`config.mk`:
```
export PLATFORM = sky130hd
export DESIGN_NAME = store_buffer_datapath
export DESIGN_NICKNAME = d
export VERILOG_FILES = /design/src/rtl/store_buffer_datapath.sv
export SDC_FILE = /design/constraint.sdc
export NUM_CORES = 1
export LEC_CHECK = 0
export CAP_MARGIN = 20
export CORE_MARGIN = 8
export CORE_UTILIZATION = 55
export CTS_CLUSTER_SIZE = 8
export DETAILED_ROUTE_END_ITERATION = 10
export MAX_ROUTING_LAYER = met4
export PLACE_DENSITY = 0.81
export SLEW_MARGIN = 15
export SYNTH_ARGS = -nofsm -noshare
export SYNTH_HDL_FRONTEND = slang
export SYNTH_SLANG_ARGS = --single-unit
```
`constraint.sdc`:
```
create_clock -name clk -period 8.4 [get_ports clk]
set_input_delay 1.68 -clock clk [delete_from_list [all_inputs] [get_ports clk]]
set_output_delay 1.68 -clock clk [all_outputs]
set_load 0.05 [all_outputs]
```
`src/rtl/store_buffer_datapath.sv`:
```
// Store side of the MEM stage: lane-aligns SB/SH/SW requests into word writes, queues them
// in a small FIFO drained over mem_req/mem_ack, and flags loads that hit a pending store word.
module store_buffer_datapath #(
  parameter int DEPTH = 4,
  parameter int CNT_W = 3
) (
  input  logic             clk,
  input  logic             rst,
  input  logic             st_valid,
  output logic             st_ready,
  input  logic [2:0]       store_type,
  input  logic [31:0]      addr,
  input  logic [31:0]      store_data,
  output logic             st_err,
  output logic [31:0]      err_addr,
  output logic             mem_req,
  input  logic             mem_ack,
  output logic [31:0]      mem_addr,
  output logic [31:0]      mem_wdata,
  output logic [3:0]       mem_wstrb,
  input  logic [31:0]      ld_addr,
  output logic             ld_conflict,
  output logic             buf_empty,
  output logic [CNT_W-1:0] count
);

  localparam int PTR_W = (DEPTH > 1) ? $clog2(DEPTH) : 1;
  localparam logic [CNT_W-1:0] DEPTH_C = CNT_W'(DEPTH);

  logic [29:0]      word_r [DEPTH];
  logic [31:0]      data_r [DEPTH];
  logic [3:0]       strb_r [DEPTH];
  logic [PTR_W-1:0] rd_ptr_r;
  logic [PTR_W-1:0] wr_ptr_r;
  logic [CNT_W-1:0] count_r;
  logic             st_err_r;
  logic [31:0]      err_addr_r;

  logic [31:0]      enc_wdata_s;
  logic [3:0]       enc_wstrb_s;
  logic             enc_err_s;
  logic             st_ready_s;
  logic             accept_s;
  logic             push_s;
  logic             pop_s;
  logic             conflict_s;

  // Lane-align store data, build byte strobes and detect illegal or misaligned requests
  always_comb begin
    enc_wdata_s = store_data;
    enc_wstrb_s = 4'b0000;
    enc_err_s   = 1'b0;
    case (store_type)
      3'b000: begin
        enc_wdata_s = {4{store_data[7:0]}};
        enc_wstrb_s = 4'b0001 << addr[1:0];
      end
      3'b001: begin
        enc_wdata_s = {2{store_data[15:0]}};
        enc_wstrb_s = addr[1] ? 4'b1100 : 4'b0011;
        enc_err_s   = addr[0];
      end
      3'b010: begin
        enc_wstrb_s = 4'b1111;
        enc_err_s   = (addr[1:0] != 2'b00);
      end
      default: enc_err_s = 1'b1;
    endcase
  end

  // Handshake decode; ready looks only at registered occupancy, so a full buffer never passes through
  always_comb begin
    st_ready_s = (count_r < DEPTH_C);
    accept_s   = st_valid && st_ready_s;
    push_s     = accept_s && !enc_err_s;
    pop_s      = (count_r != {CNT_W{1'b0}}) && mem_ack;
  end

  // Pointers, occupancy and error reporting
  always_ff @(posedge clk) begin
    if (rst) begin
      rd_ptr_r   <= {PTR_W{1'b0}};
      wr_ptr_r   <= {PTR_W{1'b0}};
      count_r    <= {CNT_W{1'b0}};
      st_err_r   <= 1'b0;
      err_addr_r <= 32'h0000_0000;
    end else begin
      if (push_s) begin
        wr_ptr_r <= wr_ptr_r + PTR_W'(1'b1);
      end
      if (pop_s) begin
        rd_ptr_r <= rd_ptr_r + PTR_W'(1'b1);
      end
      case ({push_s, pop_s})
        2'b10:   count_r <= count_r + CNT_W'(1'b1);
        2'b01:   count_r <= count_r - CNT_W'(1'b1);
        default: count_r <= count_r;
      endcase
      st_err_r <= accept_s && enc_err_s;
      if (accept_s && enc_err_s) begin
        err_addr_r <= addr;
      end
    end
  end

  // Entry storage; cleared on reset so discarded stores leave no stale contents behind
  always_ff @(posedge clk) begin
    if (rst) begin
      for (int i = 0; i < DEPTH; i++) begin
        word_r[i] <= 30'h0;
        data_r[i] <= 32'h0000_0000;
        strb_r[i] <= 4'b0000;
      end
    end else if (push_s) begin
      word_r[wr_ptr_r] <= addr[31:2];
      data_r[wr_ptr_r] <= enc_wdata_s;
      strb_r[wr_ptr_r] <= enc_wstrb_s;
    end
  end

  // An entry is valid when its distance from the head is below the occupancy
  always_comb begin
    conflict_s = 1'b0;
    for (int i = 0; i < DEPTH; i++) begin
      if ((CNT_W'(PTR_W'(i) - rd_ptr_r) < count_r) && (word_r[i] == ld_addr[31:2])) begin
        conflict_s = 1'b1;
      end else begin
        conflict_s = conflict_s;
      end
    end
  end

  assign st_ready    = st_ready_s;
  assign st_err      = st_err_r;
  assign err_addr    = err_addr_r;
  assign mem_req     = (count_r != {CNT_W{1'b0}});
  assign mem_addr    = {word_r[rd_ptr_r], 2'b00};
  assign mem_wdata   = data_r[rd_ptr_r];
  assign mem_wstrb   = strb_r[rd_ptr_r];
  assign ld_conflict = conflict_s;
  assign buf_empty   = (count_r == {CNT_W{1'b0}});
  assign count       = count_r;

endmodule

```
==> results by group <==
Logic synthesis
  • Top post-synthesis cells by area: edfxtp_1, mux4_2, xor2_1
  • Synth warn: 0
  • Seq cells post-synth: 306
  • Most common cell in the netlist: edfxtp_1
  • Mapped Avg Cell Area: 13.26 um2
  • Post-synth ARST share: 0
  • Synthesized area: 14600 um2
  • Syn Inst Count: 1101
  • Synth Flop Type: edfxtp_1
  • Seq/Total Area, Yosys: 0.6005
  • Area leader, netlist: edfxtp_1
  • Synth cell count leaders: edfxtp_1, nor2_1, xor2_1
  • Post-synth EDFFs: 264
  • Yosys cell types: 44
  • Synth top area share: 0.5429

Worst setup path
  • Element type at the critical path end: output pin
  • Critical Path Start Type: input pin
  • Max stage delay on crit path: 0.81 ns
  • CP Data Required Time: 6.72 ns
  • Worst-path cell chain: clkdlybuf4s50_1 -> xor2_1 -> nor4_1 -> nand4_1 -> a2111oi_0 -> or4_1 -> clkdlybuf4s50_1
  • Worst EP arrival: 4.44 ns
  • CP max FO: 4
  • Crit Path Class: in2out
  • CP max-delay cell: clkdlybuf4s50_1
  • Crit-path most repeated cell: clkdlybuf4s50_1

STA
  • Worst Tran Pin Value: 1.023 ns
  • Layout Skew: 0.01935 ns
  • RSZ-0062 raised after global routing: no
  • Final hold vios: 0
  • Final period util: 0.7291
  • Max-slew violations: 0
  • Worst rel slew slack: 0.3178
  • Tmin final: 6.125 ns
  • Setup Viol. Count Final: 0
  • Setup TNS: 0 ns
  • Fmax: 163.3 MHz

Floorplanning
  • Core area: 26060 um2
  • Die W: 178.9 um
  • Die Ht: 178.9 um
  • Initial Util: 0.5604
  • Io pins: 211
  • Row cnt: 59
  • Die ar.: 32020 um2

Status
  • Status: finished, final reports clean

GRT
  • GR Overflow Total: 0
  • Vias in the first global route: 10.06k
  • First-pass GRT wire length: 60.24 mm
  • Largest net degree at the start of global routing: 64
  • Tot GR Track Use: 0.2592
  • Initial antenna violation count: 0

Clocking
  • CTS clk-pin slew, worst paths: 0.05 ns
  • Cts repair resizes: 0
  • # hold bufs at CTS: 0
  • Clock latency on the worst-skew pair: 0.54 ns
  • Setup Buffers After CTS: 0
  • CTS tree: yes
  • Num CTS Buffers: 44
  • Root Driver: clkbuf_16
  • H-tree levels: 2
  • Clock Sink Count: 306
  • Max clock buf depth: 3

Placement
  • DP Wirelength: 26.33 mm
  • GPL Wtd Cong: 0.9932
  • IO Port Bufs: 206
  • Dpl cell area: 16980 um2
  • Placed cells: 1602

Routing
  • Vias per inst: 5.788
  • Drt total wl: 40.35 mm
  • DRC viols: 0
  • DR WL/cell: 23.96 um
  • TritonRoute pass-1 iters: 5
  • Vias: 9747
  • ANT nets after route: 0
  • Starting DRC count in detailed routing: 886

Final layout
  • Final Instance Count excl. Fillers: 1684
  • Ant. Diodes: 0
  • NumNets Final: 1428
  • P&R area growth vs syn: 25.08%
  • Share of cells above drive strength 1: 0.1171
  • Fin area: 18270 um2

Pwr
  • VDD IR-drop max: 0.1948 mV
  • Power density cells: 255.0 nW/um2
  • Pleak: 7.129 nW

Flow run
  • Max-Cap Viols: 0

Min path
  • HP Class: reg2reg
## layout make-up
cell class	instances	area, um2
Clock buffer	77	1225
Clock inverter	4	53.80
Fill cell	1784	7794
Inverter	77	289.0
Multi-Input combinational cell	662	5320
Sequential cell	306	8773
Tap cell	335	419.2
Timing Repair Buffer	223	2185
## path summary, 6_finish.rpt
| path | start | to | slack, ns | cells after the start |
|---|---|---|---|---|
| worst min-delay path | err_addr[19] | err_addr[19] | 0.49 | 2 |
| worst min register to register | err_addr[19] | err_addr[19] | 0.49 | 2 |
| worst max register to register | count[2] | word_r[1][19] | 5.54 | 4 |
| worst max-delay path | ld_addr[3] | ld_conflict | 2.28 | 7 |
## power by group
part,switching (mW),internal [mW],leakage (nW),total (mW)
clock network,0.648,0.987,0.607,1.63
registers,0.0815,1.73,3.08,1.81
logic,0.748,0.462,3.45,1.21
total,1.48,3.18,7.13,4.66
## kinds of logic after synthesis
logic type      share of synthesized area
fa+ha+maj                        0.009939
compound gates                    0.01379
flops                              0.6005
simple gates                       0.1207
mux                                0.1402
buf+inv                           0.03967
other cells                     0.0002568
xor+xnor                          0.07497
## layer usage
metal | track usage | part of all wire
met5 | - | 0
met4 | 0.1013 | 0.035
met3 | 0.04823 | 0.095
met2 | 0.4226 | 0.50
met1 | 0.3178 | 0.37
## cell usage in the layout, fill, tap and decap left out, drive strengths merged, types with 28 or more instances in the layout
| master | instances |
|---|---|
| dfxtp | 42 |
| nor2 | 208 |
| clkdlybuf4s50 | 205 |
| mux2i | 56 |
| inv | 79 |
| mux4 | 66 |
| nand2 | 56 |
| clkbuf | 77 |
| edfxtp | 264 |
| and2 | 38 |
| xor2 | 110 |
| nor4 | 28 |
## state kept, by name, indices dropped and copies added, names as in the netlist, named ones only
register and flops:
st_err 1, rd_ptr_r 2, wr_ptr_r 2, err_addr 32
strb_r 16, word_r 120, count 3, data_r 128
## through the flow
stage	worst slack, ns	utilization	power [mW]	hold slack [ns]
floorplan	0.5768	-	2.636	0.4986
global placement	2.355	0.6516	3.040	0.4738
detailed placement	2.357	0.6516	3.053	0.4857
CTS	2.329	0.7006	4.681	0.4965
global route	2.184	0.7009	4.803	0.5170
finish	2.275	0.7009	4.658	0.4896
## critical path: cells and delay by family
kind / cells / cell delay [ns]
simple gates: 3 / 0.77
xor+xnor: 1 / 0.23
buf+inv: 2 / 1.38
compound gates: 1 / 0.37
No activity file was read; power rests on OpenSTA's default activity.
